===== config.mk =====
export PLATFORM = sky130hd
export DESIGN_NAME = pipe_stage_reg
export DESIGN_NICKNAME = d
export VERILOG_FILES = /design/src/rtl/pipe_stage_reg.sv
export SDC_FILE = /design/constraint.sdc
export NUM_CORES = 1
export LEC_CHECK = 0
export CORE_MARGIN = 5
export CORE_UTILIZATION = 49
export DETAILED_ROUTE_END_ITERATION = 8
export GPL_TIMING_DRIVEN = 0
export PLACE_DENSITY = 0.87
export RECOVER_POWER = 50
export SLEW_MARGIN = 20
export SYNTH_ARGS = -nofsm -noshare
export SYNTH_HDL_FRONTEND = slang
export SYNTH_SLANG_ARGS = --single-unit

===== constraint.sdc =====
create_clock -name clock -period 6.17 [get_ports clock]
set_clock_uncertainty 0.15 [all_clocks]
set_input_delay 1.234 -clock clock [delete_from_list [all_inputs] [get_ports clock]]
set_output_delay 1.234 -clock clock [all_outputs]
set_load 0.02 [all_outputs]

===== src/rtl/pipe_stage_reg.sv =====
// Elastic pipeline stage register: valid/ready handshake, synchronous flush, NOP bubbles.
// Define PIPE_STAGE_SKID_EN to add a second skid entry and a registered in_ready.
module pipe_stage_reg #(
    parameter int                DATA_W    = 64,
    parameter logic [DATA_W-1:0] RESET_VAL = {DATA_W{1'b0}}
) (
    input  logic              clock,
    input  logic              reset,
    input  logic              flush,
    input  logic              in_valid,
    output logic              in_ready,
    input  logic [DATA_W-1:0] in_data,
    output logic              out_valid,
    input  logic              out_ready,
    output logic [DATA_W-1:0] out_data,
    output logic [1:0]        occupancy
);

    logic              in_xfer;
    logic              out_xfer;
    logic              main_valid;
    logic              main_valid_d;
    logic [DATA_W-1:0] main_data;
    logic [DATA_W-1:0] main_data_d;

    assign out_valid = main_valid;
    assign out_data  = main_data;
    assign in_xfer   = in_valid & in_ready;
    assign out_xfer  = main_valid & out_ready;

`ifdef PIPE_STAGE_SKID_EN
    logic              skid_valid;
    logic              skid_valid_d;
    logic [DATA_W-1:0] skid_data;
    logic [DATA_W-1:0] skid_data_d;
    logic              ready_q;

    // in_ready is only low while the skid entry is occupied, which blocks in_xfer then.
    always_comb begin
        main_valid_d = main_valid;
        main_data_d  = main_data;
        skid_valid_d = skid_valid;
        skid_data_d  = skid_data;
        if (flush) begin
            main_valid_d = 1'b0;
            main_data_d  = RESET_VAL;
            skid_valid_d = 1'b0;
            skid_data_d  = RESET_VAL;
        end else if (skid_valid) begin
            if (out_xfer) begin
                main_valid_d = 1'b1;
                main_data_d  = skid_data;
                skid_valid_d = 1'b0;
                skid_data_d  = RESET_VAL;
            end
        end else if (in_xfer) begin
            if (main_valid && !out_ready) begin
                skid_valid_d = 1'b1;
                skid_data_d  = in_data;
            end else begin
                main_valid_d = 1'b1;
                main_data_d  = in_data;
            end
        end else if (out_xfer) begin
            main_valid_d = 1'b0;
            main_data_d  = RESET_VAL;
        end
    end

    always_ff @(posedge clock or posedge reset) begin
        if (reset) begin
            skid_valid <= 1'b0;
            skid_data  <= RESET_VAL;
            ready_q    <= 1'b1;
        end else begin
            skid_valid <= skid_valid_d;
            skid_data  <= skid_data_d;
            ready_q    <= ~skid_valid_d;
        end
    end

    assign in_ready  = ready_q;
    assign occupancy = {1'b0, main_valid} + {1'b0, skid_valid};
`else
    assign in_ready = out_ready | ~main_valid;

    always_comb begin
        main_valid_d = main_valid;
        main_data_d  = main_data;
        if (flush) begin
            main_valid_d = 1'b0;
            main_data_d  = RESET_VAL;
        end else if (in_xfer) begin
            main_valid_d = 1'b1;
            main_data_d  = in_data;
        end else if (out_xfer) begin
            main_valid_d = 1'b0;
            main_data_d  = RESET_VAL;
        end
    end

    assign occupancy = {1'b0, main_valid};
`endif

    always_ff @(posedge clock or posedge reset) begin
        if (reset) begin
            main_valid <= 1'b0;
            main_data  <= RESET_VAL;
        end else begin
            main_valid <= main_valid_d;
            main_data  <= main_data_d;
        end
    end

endmodule

==> impl_metrics.yaml <==
worst_setup_path:
  critPathLaunch: "out_ready"
  cp-end-kind: "output pin"
  worstReg2RegStart: "out_valid"
  critPathLaunchType: "input port"
  cp.arrival_ns: 3.22
  critPathCapture: "in_ready"
  ff2ff_path_depth: 4
  r2r-end: "out_data[39]"
  path_class: "in -> out"
  path_max_fanout: 10
  r2r_setup_slack_ns: 4.03
  cp.required_ns: 4.79
cts:
  clkSinkCount: 65
  clk_path_buf_depth: 2
  root_buffer: "clkbuf_8"
  cts_tree: "built"
  cts.hold.buffers_added: 0
  cts_htree_levels: 3
  clk_pin_slew_ns: 0.07
  cts.repair.resized: 0
  postCtsSetupRepairBufs: 0
  cts-buffers-inserted: 9
  insertion_delay_ns: 0.33
floorplanning:
  fp.dieW_um: 98.19
  core-area_sq_mm: 0.007647
  die_h_um: 98.19
  io_pins: 137
  row_count: 32
  start_util_pct: 49.84
  die_area_sq_mm: 0.009641
run:
  max_cap_violations: 1
power:
  p_per_area_mw_per_mm2: 200.3
  peakVddDrop_v: 0.0001241
  power_leakage_nw: 1.961
  total_power_mw: 1.036
timing:
  finalSetupTns_ns: 0
  fmax_mhz: 217.4
  hold_viol_final: 0
  final.min_clock_period_ns: 4.601
  period_share_pct: 74.56
  whs_ns: 0.4059
  setup_violations: 0
  grt_setup_unrepaired: "false"
  fin_ws_ns: 1.569
  drv_slew: 41
  relSlewSlack_pct: -46.37
  worstMarginPinSlew_ns: 2.196
detailed_routing:
  routed_via_density: 5.186
  num_vias: 2873
  wl_per_cell_um: 17.89
  drt-initial-drc-count: 58
  first_pass_iters: 4
  route.detailed.drc: 0
  postRouteWirelength_mm: 9.909
  ant_nets: 0
global_routing:
  grt-ovfl-total: 0
  grt_pass1_vias: 3173
  grt_pass1_wl_mm: 16.27
  grt_usage_pct: 20.84
  grt_max_degree: 41
  antenna_found_initial: 0
yosys:
  synth-edff-count: 0
  synth_flop_cell: "dfrtp_1"
  yosysWarnings: 0
  synthTopCellsByArea: "dfrtp_1, o32ai_2, nand2b_1"
  syn_area_per_cell_sq_um: 12.66
  synthCells: 301
  synthesis.area_sq_mm: 0.003811
  ys_seq_elements: 65
  synth.most_common_cell: "nand2b_1"
  synthArstFlopShare_pct: 100.0
  syn-num-nets: 370
  synth_top_area_share_pct: 42.68
  synth_top_cell_by_area: "dfrtp_1"
  ys_seq_area_share_pct: 42.68
  synthDistinctLibCells: 15
  ys_top_cells_by_count: "nand2b_1, dfrtp_1, o32ai_2"
placed_design:
  dp_cells: 538
  dp_hpwl_mm: 7.198
  pre_cts_ws_ns: 1.966
  io_buffers: 134
  globalplace.congestion: 0.7514
cells_and_area:
  layout-drive-gt1-share_pct: 16.81
  syn_to_final_growth_pct: 35.72
  nets: 516
  antenna_cells: 0
  fin_cells: 554
hold_path:
  hold_class: "reg -> reg"
status:
  violations: "max-capacitance violations, max-slew violations"
  status: "finished, violations left"
==> cell type report <==
class / count / area [sq um]
buffer: 37 / 198.9
clock inverter: 6 / 35.03
tap: 102 / 127.6
timing repair buffer: 135 / 1345
fill: 598 / 2475
sequential: 65 / 1627
multi-input combinational: 196 / 1699
clock buffer: 10 / 127.6
inverter: 3 / 12.51
==> worst max-delay path: stages <==
cell	delay [ns]
dlygate4sd3_1	0.59
nor2b_4	0.14
buf_6	0.16
clkbuf_1	0.43
inv_2	0.09
clkdlybuf4s50_1	0.57
==> cell usage in the layout (no fill, tap or decap) <==
cell type,synthesis,routed
mux2_1,0,1
buf_4,3,3
clkbuf_1,12,22
inv_2,1,1
dlygate4sd3_1,0,2
conb_1,1,1
clkinvlp_2,0,1
buf_2,9,9
clkdlybuf4s50_1,0,132
clkinvlp_4,0,2
a21oi_2,1,1
clkinv_2,0,4
o32ai_1,4,24
inv_1,2,1
nand2b_1,128,128
o32ai_2,60,40
clkbuf_8,0,9
buf_6,6,5
dfrtp_1,65,65
nor2b_4,1,1
==> through the flow <==
step	area (sq um)	util (%)
after floorplan	3811	-
after global placement	5280	69.04
after detailed placement	5303	69.34
after CTS	5465	71.47
after global routing	5172	67.64
final	5172	67.64
==> logic make-up after synthesis <==
logic type             share of synthesized area, %
flip-flops                                    42.68
AO/OA/AOI/OAI                                 26.76
buffers and inverters                         8.699
other                                       0.09840
multiplexers                                 0.3938
AND/OR/NAND/NOR                               21.37
==> registers in the layout, summed over array words and instances, names as in the netlist <==
name and flops:
out_data 64, out_valid 1
==> worst min path at each step <==
| stage | depth (start not counted) | endpoint | start |
|---|---|---|---|
| after floorplan | 2 | out_data[17] | out_data[17] |
| after global placement | 2 | out_data[18] | out_data[18] |
| after detailed placement | 2 | out_data[17] | out_data[17] |
| after CTS | 2 | out_data[17] | out_data[17] |
| after global routing | 2 | out_data[19] | out_data[19] |
| final | 2 | out_data[17] | out_data[17] |
==> routing by layer <==
| metal | vias up | wire length (um) | track usage, % |
|---|---|---|---|
| li1 | 1356 | - | - |
| met1 | 1408 | 4251 | 26.04 |
| met2 | 97 | 4800 | 33.98 |
| met3 | 12 | 734 | 7.714 |
| met4 | 0 | 124 | 5.987 |
| met5 | - | 0 | 0 |
==> report_power, final <==
part           switching [mW]  internal (mW)  total, mW
sequential             0.0150          0.451      0.466
clock                   0.166          0.143      0.309
combinational           0.126          0.135      0.261
No activity file was read; power rests on OpenSTA's default activity.
